--- src/rtl/rat_recovery_ctrl_pkg.sv ---
// Shared types and constants for the spec RAT recovery sequencer.
// NUM_LREG logical registers are restored two per cycle. The walk pointer
// indexes register pairs.
package rat_recovery_ctrl_pkg;
  localparam int NUM_LREG = 32;
  localparam int LREG_W   = 5;
  localparam int PREG_W   = 6;
  localparam int WALK_W   = 4;
  localparam logic [WALK_W-1:0] WALK_LAST = WALK_W'(NUM_LREG/2 - 1);

  typedef enum logic {RCV_IDLE, RCV_WALK} rat_rcv_state_t;

  // This type is used for both rename writes and spec RAT write ports.
  typedef struct packed {
    logic              valid;
    logic [LREG_W-1:0] addr;
    logic [PREG_W-1:0] data;
  } rat_wr_t;
endpackage

--- src/rtl/rat_recovery_ctrl_if.sv ---
// Bus bundle around the recovery controller.
// - rn0_*/rn1_*: rename-stage writes (rn0 is older).
// - arch_rd_*: arch RAT read ports. Data is combinational from the address.
// - rat_wr0_*/rat_wr1_*: spec RAT write ports.
// The slave modport is for the controller. The master modport is for the
// surrounding rename/RAT logic.
interface rat_recovery_ctrl_if;
  import rat_recovery_ctrl_pkg::*;

  logic              rn0_wr_valid, rn1_wr_valid;
  logic [LREG_W-1:0] rn0_wr_addr,  rn1_wr_addr;
  logic [PREG_W-1:0] rn0_wr_data,  rn1_wr_data;

  logic [LREG_W-1:0] arch_rd_addr0, arch_rd_addr1;
  logic [PREG_W-1:0] arch_rd_data0, arch_rd_data1;

  logic              rat_wr0_valid, rat_wr1_valid;
  logic [LREG_W-1:0] rat_wr0_addr,  rat_wr1_addr;
  logic [PREG_W-1:0] rat_wr0_data,  rat_wr1_data;

  modport slave (
    input  rn0_wr_valid, rn0_wr_addr, rn0_wr_data,
    input  rn1_wr_valid, rn1_wr_addr, rn1_wr_data,
    input  arch_rd_data0, arch_rd_data1,
    output arch_rd_addr0, arch_rd_addr1,
    output rat_wr0_valid, rat_wr0_addr, rat_wr0_data,
    output rat_wr1_valid, rat_wr1_addr, rat_wr1_data
  );

  modport master (
    output rn0_wr_valid, rn0_wr_addr, rn0_wr_data,
    output rn1_wr_valid, rn1_wr_addr, rn1_wr_data,
    output arch_rd_data0, arch_rd_data1,
    input  arch_rd_addr0, arch_rd_addr1,
    input  rat_wr0_valid, rat_wr0_addr, rat_wr0_data,
    input  rat_wr1_valid, rat_wr1_addr, rat_wr1_data
  );
endinterface

--- src/rtl/rat_recovery_ctrl.sv ---
// Spec RAT write-port arbiter and flush recovery sequencer.
// In IDLE, the two rename writes are forwarded to the spec RAT. If both
// writes target the same address, the younger write wins.
// A flush starts a walk of the arch RAT. The walk copies one register pair
// per cycle into the spec RAT and stalls rename until the copy completes.
// Ports:
//   clock, reset     core clock; reset is asynchronous and active-high
//   flush_valid      pipeline flush (ROB empty afterwards)
//   bus              rename / arch-read / spec-write bundle (slave side)
//   rename_stall     rename holds its group
//   recover_busy     walk in progress
//   recover_done     pulse in the last walk cycle
//   walk_ptr         current register-pair index (debug)
module rat_recovery_ctrl
  import rat_recovery_ctrl_pkg::*;
(
  input  logic              clock,
  input  logic              reset,
  input  logic              flush_valid,
  rat_recovery_ctrl_if.slave bus,
  output logic              rename_stall,
  output logic              recover_busy,
  output logic              recover_done,
  output logic [WALK_W-1:0] walk_ptr
);

  rat_rcv_state_t    state;
  rat_wr_t           rn0, rn1, wr0, wr1;
  logic [LREG_W-1:0] rd0, rd1;

  assign rn0 = '{valid: bus.rn0_wr_valid, addr: bus.rn0_wr_addr, data: bus.rn0_wr_data};
  assign rn1 = '{valid: bus.rn1_wr_valid, addr: bus.rn1_wr_addr, data: bus.rn1_wr_data};

  // When the walk completes, walk_ptr stays at its last value. It is cleared
  // only by the next flush or by reset.
  always_ff @(posedge clock or posedge reset) begin
    if (reset) begin
      state    <= RCV_IDLE;
      walk_ptr <= '0;
    end else begin
      case (state)
        RCV_IDLE: if (flush_valid) begin
          state    <= RCV_WALK;
          walk_ptr <= '0;
        end
        RCV_WALK: begin
          if (flush_valid)                walk_ptr <= '0;
          else if (walk_ptr == WALK_LAST) state    <= RCV_IDLE;
          else                            walk_ptr <= walk_ptr + 1'b1;
        end
        default: state <= RCV_IDLE;
      endcase
    end
  end

  // The outputs are gated by reset. State returns to IDLE asynchronously,
  // and without the gate IDLE would let the rename inputs through while
  // reset is still asserted.
  always_comb begin
    wr0          = '0;
    wr1          = '0;
    rd0          = '0;
    rd1          = '0;
    rename_stall = 1'b0;
    recover_busy = 1'b0;
    recover_done = 1'b0;
    if (!reset) begin
      if (state == RCV_WALK) begin
        rename_stall = 1'b1;
        recover_busy = 1'b1;
        // A flush during the walk restarts it. That cycle is a bubble with
        // no writes and no done pulse.
        if (!flush_valid) begin
          rd0          = {walk_ptr, 1'b0};
          rd1          = {walk_ptr, 1'b1};
          wr0          = {1'b1, rd0, bus.arch_rd_data0};
          wr1          = {1'b1, rd1, bus.arch_rd_data1};
          recover_done = (walk_ptr == WALK_LAST);
        end
      end else if (flush_valid) begin
        rename_stall = 1'b1;  // the squashed group is dropped
      end else begin
        wr0 = rn0;
        wr1 = rn1;
        if (rn0.valid && rn1.valid && (rn0.addr == rn1.addr))
          wr0.valid = 1'b0;
      end
    end
  end

  assign bus.arch_rd_addr0 = rd0;
  assign bus.arch_rd_addr1 = rd1;
  assign {bus.rat_wr0_valid, bus.rat_wr0_addr, bus.rat_wr0_data} = wr0;
  assign {bus.rat_wr1_valid, bus.rat_wr1_addr, bus.rat_wr1_data} = wr1;

endmodule

--- src/flat_wrapper.sv ---
// flat-port wrapper written by rule: the top's interface ports become plain ports
module rat_recovery_ctrl_flat import rat_recovery_ctrl_pkg::*;
  (clock, reset, flush_valid, rename_stall, recover_busy, recover_done, walk_ptr, bus_rn0_wr_valid, bus_rn0_wr_addr, bus_rn0_wr_data, bus_rn1_wr_valid, bus_rn1_wr_addr, bus_rn1_wr_data, bus_arch_rd_data0, bus_arch_rd_data1, bus_arch_rd_addr0, bus_arch_rd_addr1, bus_rat_wr0_valid, bus_rat_wr0_addr, bus_rat_wr0_data, bus_rat_wr1_valid, bus_rat_wr1_addr, bus_rat_wr1_data);
  rat_recovery_ctrl_if bus_i ();
  input  logic clock;
  input  logic reset;
  input  logic flush_valid;
  output logic rename_stall;
  output logic recover_busy;
  output logic recover_done;
  output logic [WALK_W-1:0] walk_ptr;
  input wire logic [$bits(bus_i.rn0_wr_valid)-1:0] bus_rn0_wr_valid;
  input wire logic [$bits(bus_i.rn0_wr_addr)-1:0] bus_rn0_wr_addr;
  input wire logic [$bits(bus_i.rn0_wr_data)-1:0] bus_rn0_wr_data;
  input wire logic [$bits(bus_i.rn1_wr_valid)-1:0] bus_rn1_wr_valid;
  input wire logic [$bits(bus_i.rn1_wr_addr)-1:0] bus_rn1_wr_addr;
  input wire logic [$bits(bus_i.rn1_wr_data)-1:0] bus_rn1_wr_data;
  input wire logic [$bits(bus_i.arch_rd_data0)-1:0] bus_arch_rd_data0;
  input wire logic [$bits(bus_i.arch_rd_data1)-1:0] bus_arch_rd_data1;
  output wire logic [$bits(bus_i.arch_rd_addr0)-1:0] bus_arch_rd_addr0;
  output wire logic [$bits(bus_i.arch_rd_addr1)-1:0] bus_arch_rd_addr1;
  output wire logic [$bits(bus_i.rat_wr0_valid)-1:0] bus_rat_wr0_valid;
  output wire logic [$bits(bus_i.rat_wr0_addr)-1:0] bus_rat_wr0_addr;
  output wire logic [$bits(bus_i.rat_wr0_data)-1:0] bus_rat_wr0_data;
  output wire logic [$bits(bus_i.rat_wr1_valid)-1:0] bus_rat_wr1_valid;
  output wire logic [$bits(bus_i.rat_wr1_addr)-1:0] bus_rat_wr1_addr;
  output wire logic [$bits(bus_i.rat_wr1_data)-1:0] bus_rat_wr1_data;
  assign bus_i.rn0_wr_valid = bus_rn0_wr_valid;
  assign bus_i.rn0_wr_addr = bus_rn0_wr_addr;
  assign bus_i.rn0_wr_data = bus_rn0_wr_data;
  assign bus_i.rn1_wr_valid = bus_rn1_wr_valid;
  assign bus_i.rn1_wr_addr = bus_rn1_wr_addr;
  assign bus_i.rn1_wr_data = bus_rn1_wr_data;
  assign bus_i.arch_rd_data0 = bus_arch_rd_data0;
  assign bus_i.arch_rd_data1 = bus_arch_rd_data1;
  assign bus_arch_rd_addr0 = bus_i.arch_rd_addr0;
  assign bus_arch_rd_addr1 = bus_i.arch_rd_addr1;
  assign bus_rat_wr0_valid = bus_i.rat_wr0_valid;
  assign bus_rat_wr0_addr = bus_i.rat_wr0_addr;
  assign bus_rat_wr0_data = bus_i.rat_wr0_data;
  assign bus_rat_wr1_valid = bus_i.rat_wr1_valid;
  assign bus_rat_wr1_addr = bus_i.rat_wr1_addr;
  assign bus_rat_wr1_data = bus_i.rat_wr1_data;
  rat_recovery_ctrl u_core (.clock(clock), .reset(reset), .flush_valid(flush_valid), .bus(bus_i), .rename_stall(rename_stall), .recover_busy(recover_busy), .recover_done(recover_done), .walk_ptr(walk_ptr));
endmodule
--- config.mk ---
export PLATFORM = sky130hd
export DESIGN_NAME = rat_recovery_ctrl_flat
export DESIGN_NICKNAME = d
export VERILOG_FILES = /design/src/rtl/rat_recovery_ctrl_pkg.sv /design/src/rtl/rat_recovery_ctrl_if.sv /design/src/rtl/rat_recovery_ctrl.sv /design/src/flat_wrapper.sv
export SDC_FILE = /design/constraint.sdc
export NUM_CORES = 1
export LEC_CHECK = 0
export BUFFER_PORTS_ARGS = -buffer_cell sky130_fd_sc_hd__buf_2
export CORE_MARGIN = 4
export CORE_UTILIZATION = 37
export DETAILED_ROUTE_END_ITERATION = 16
export GPL_ROUTABILITY_DRIVEN = 1
export GPL_TIMING_DRIVEN = 0
export HOLD_SLACK_MARGIN = 0.08
export PLACE_DENSITY = 0.95
export SLEW_MARGIN = 20
export SYNTH_ARGS = -nofsm -noshare
export SYNTH_HDL_FRONTEND = slang
export SYNTH_SLANG_ARGS = --single-unit
--- constraint.sdc ---
create_clock -name clock -period 3.1 [get_ports clock]
set_clock_uncertainty 0.15 [all_clocks]
set_input_delay 0.31 -clock clock [delete_from_list [all_inputs] [get_ports clock]]
set_output_delay 0.31 -clock clock [all_outputs]
set_load 0.01 [all_outputs]
==> metrics.md <==
| Metric | Value |
|---|---|
| Total power | `252.9 uW` |
| Cts hold-fix bufs | `1` |
| Cell Area, Synth | `730.7 um2` |
| Unique cell type count in the Yosys netlist | `29` |
| HP Start | `flush_valid` |
| Dpl hpwl | `~2200 um` |
| Vias per inst | `4.742` |
| CTS buffer count | `3` |
| Pre-CTS setup slack | `roughly 1200 ps` |
| H-tree levels | `1` |
| Port Buffers | `78` |
| Crit start category | `primary input` |
| Vert. Die Dim | `between 50 and 60 um` |
| Reg clk slew, reported paths | `50 ps` |
| Synth warnings | `0` |
| # Post-CTS Setup Buffers | `0` |
| Share of the synthesized area in the top cell type | `between 15 and 20%` |
| Syn nets | `roughly 150` |
| Top post-synthesis cells by area | `dfrtp_1, mux2i_1, nor2_1, a21oi_1, buf_4` |
| Area delta synth->final | `62.67%` |
| Initial Utilization | `roughly 41%` |
| Hold Violations, Final | `0` |
| Arrival @ worst endpoint | `between 1500 and 2000 ps` |
| Critical path type | `primary input to primary output` |
| TritonRoute pass-1 iters | `4` |
| Share of layout cells above drive strength 1 | `48.44%` |
| Minimum clock period | `2378 ps` |
| Worst-skew pair later-pin latency | `250 ps` |
| Antenna-violating nets left | `0` |
| Max Clk Rate | `between 400 and 500 MHz` |
| Dpl cell area | `1152 um2` |
| Status | `finished clean` |
| Fin area | `approximately 1200 um2` |
| Final nets | `233` |
| Routed len/inst | `roughly 12 um` |
| Post-CTS Resized | `0` |
| Sequential area share after synthesis | `17.12%` |
| HP Class | `primary input to flip-flop` |
| Setup ws final | `a little over 700 ps` |
| RSZ-0062 raised after global routing | `false` |
| Pins Over Slew Limit | `0` |
| WL final | `2647 um` |
| Avg Synthesized Cell Area | `about 6.7 um2` |
| Area leader, netlist | `dfrtp_1` |
| Io pins | `80` |
| P_leak | `roughly 0.79 nW` |
| Chip Width | `52.44 um` |
| Start of the worst register-to-register path | `u_core.walk_ptr[0]` |
| CTS sink cnt | `5` |
| Gr ovfl total | `0` |
| Required time of the critical path | `2640 ps` |
| Via count of the first global-routing pass | `915` |
| Pwr Density | `212.8 nW/um2` |
| Antenna diodes | `0` |
| Post-Synthesis Cells | `between 100 and 150` |
| Full die area | `2750 um2` |
| Crit. End Element | `primary output` |
| Max-Cap Viols | `0` |
| Initial antenna violation count | `0` |
| CP max FO | `10` |
| CTS Buffer Depth | `2` |
| GPL Wtd Cong | `around 0.86` |
| Tot GR Track Use | `18.41%` |
| Worst hold slack | `156.1 ps` |
| Peak supply drop | `227.9 uV` |
| Period utilisation layout | `about three quarters` |
| CTS tree | `done` |
| Root Buffer | `clkbuf_4` |
| Finish-stage setup viols | `0` |
| Global-route wire length before repair | `3864 um` |
| Rows | `15` |
| Register bit count reported by yosys | `5` |
| Routed vias | `1029` |
| Largest net degree at the start of global routing | `11` |
| Setup tns final | `0 ps` |
| Worst Setup SP | `reset` |
| Initial drt markers | `21` |
| Drc violations | `0` |
| Core area | `1802 um2` |
[layout make-up]
cell class	instances	area, um2
clock buffer	4	26.28
multi-input combinational	87	503.0
buffer	12	83.83
fill	180	613.1
sequential	5	125.1
inverter	5	18.77
timing repair buffer	79	400.4
tap	25	31.28
[metal layers]
metal  vias to the layer above  GRT usage (%)  wire [um]
li1                        531              -          -
met1                       436          21.27       1015
met2                        58          31.40       1279
met3                         4          5.698        337
met4                         0          6.809         15
met5                         -              0          0
[flip-flops by register name (all words and copies together) (netlist names)]
signal	count
u_core.state	1
u_core.walk_ptr	4
[cells by family after synthesis]
| family | Yosys count | synth area share [%] |
|---|---|---|
| and+or+nand+nor | 52 | 31.85 |
| AOI/OAI and AO/OA | 19 | 15.93 |
| buffers and inverters | 17 | 14.04 |
| muxes | 12 | 16.44 |
| DFF | 5 | 17.12 |
| xor gates and xnor gates | 2 | 2.398 |
| adders and majority gates | 1 | 1.712 |
| other | 1 | 0.5132 |
[power by group]
group | internal (mW) | switching, mW
Clock | 0.0488 | 0.0295
Combinational | 0.0497 | 0.0502
Sequential | 0.0687 | 0.00586
[synthesized netlist by cell type]
master and instances:
a21o_1 1, or3_1 1, or2_1 1, a31oi_1 1, conb_1 1, nor3_1 2
nor4b_1 1, ha_1 1, nand2_1 13, buf_2 4, buf_6 1, o21ai_0 2
and4b_1 1, o2111a_1 1, a222oi_1 1, xor2_1 2, mux2i_1 12, o21bai_1 1
a41oi_1 1, nand2b_1 2, nor2_1 25, dfrtp_1 5, and3_1 2, nand3_1 2
nor2b_1 1, inv_1 5, nor3b_1 1, a21oi_1 11, buf_4 7
[path summary, 6_finish.rpt]
path	slack [ps]	end	cells after the start
max	720	bus_arch_rd_addr1[1]	8
min	160	u_core.walk_ptr[1]	2
max reg2reg	1410	u_core.walk_ptr[0]	4
min reg2reg	490	u_core.walk_ptr[1]	2
max in group asynchronous	2240	u_core.walk_ptr[0]	3
min in group asynchronous	380	u_core.walk_ptr[1]	3
[cells in the final DEF (no fill, tap or decap)]
cell type      synthesis  routed
a21o_1                 1       1
a21oi_1               11      11
a222oi_1               1       1
a31oi_1                1       1
a41oi_1                1       1
and3_1                 2       2
and4b_1                1       1
buf_2                  4      82
buf_4                  7       7
buf_6                  1       1
clkbuf_1               0       1
clkbuf_4               0       3
conb_1                 1       1
dfrtp_1                5       5
dlygate4sd3_1          0       1
ha_1                   1       1
inv_1                  5       5
mux2i_1               12      12
nand2_1               13      13
nand2b_1               2       2
nand3_1                2       2
nor2_1                25      25
nor2b_1                1       1
nor3_1                 2       2
nor3b_1                1       1
nor4b_1                1       1
o2111a_1               1       1
o21ai_0                2       2
o21bai_1               1       1
or2_1                  1       1
or3_1                  1       1
xor2_1                 2       2
[through the flow]
stage	instances	utilization, %
floorplan	109	-
global placement	212	63.96
detailed placement	212	63.96
CTS	217	65.97
global route	217	65.97
finish	217	65.97
[critical path, stage by stage]
cell and delay, ps:
dlygate4sd3_1 530, buf_2 140, or2_1 230, buf_6 140, buf_2 170, nor2_1 160
buf_4 120, buf_2 110
(Power assumes the default switching activity.)
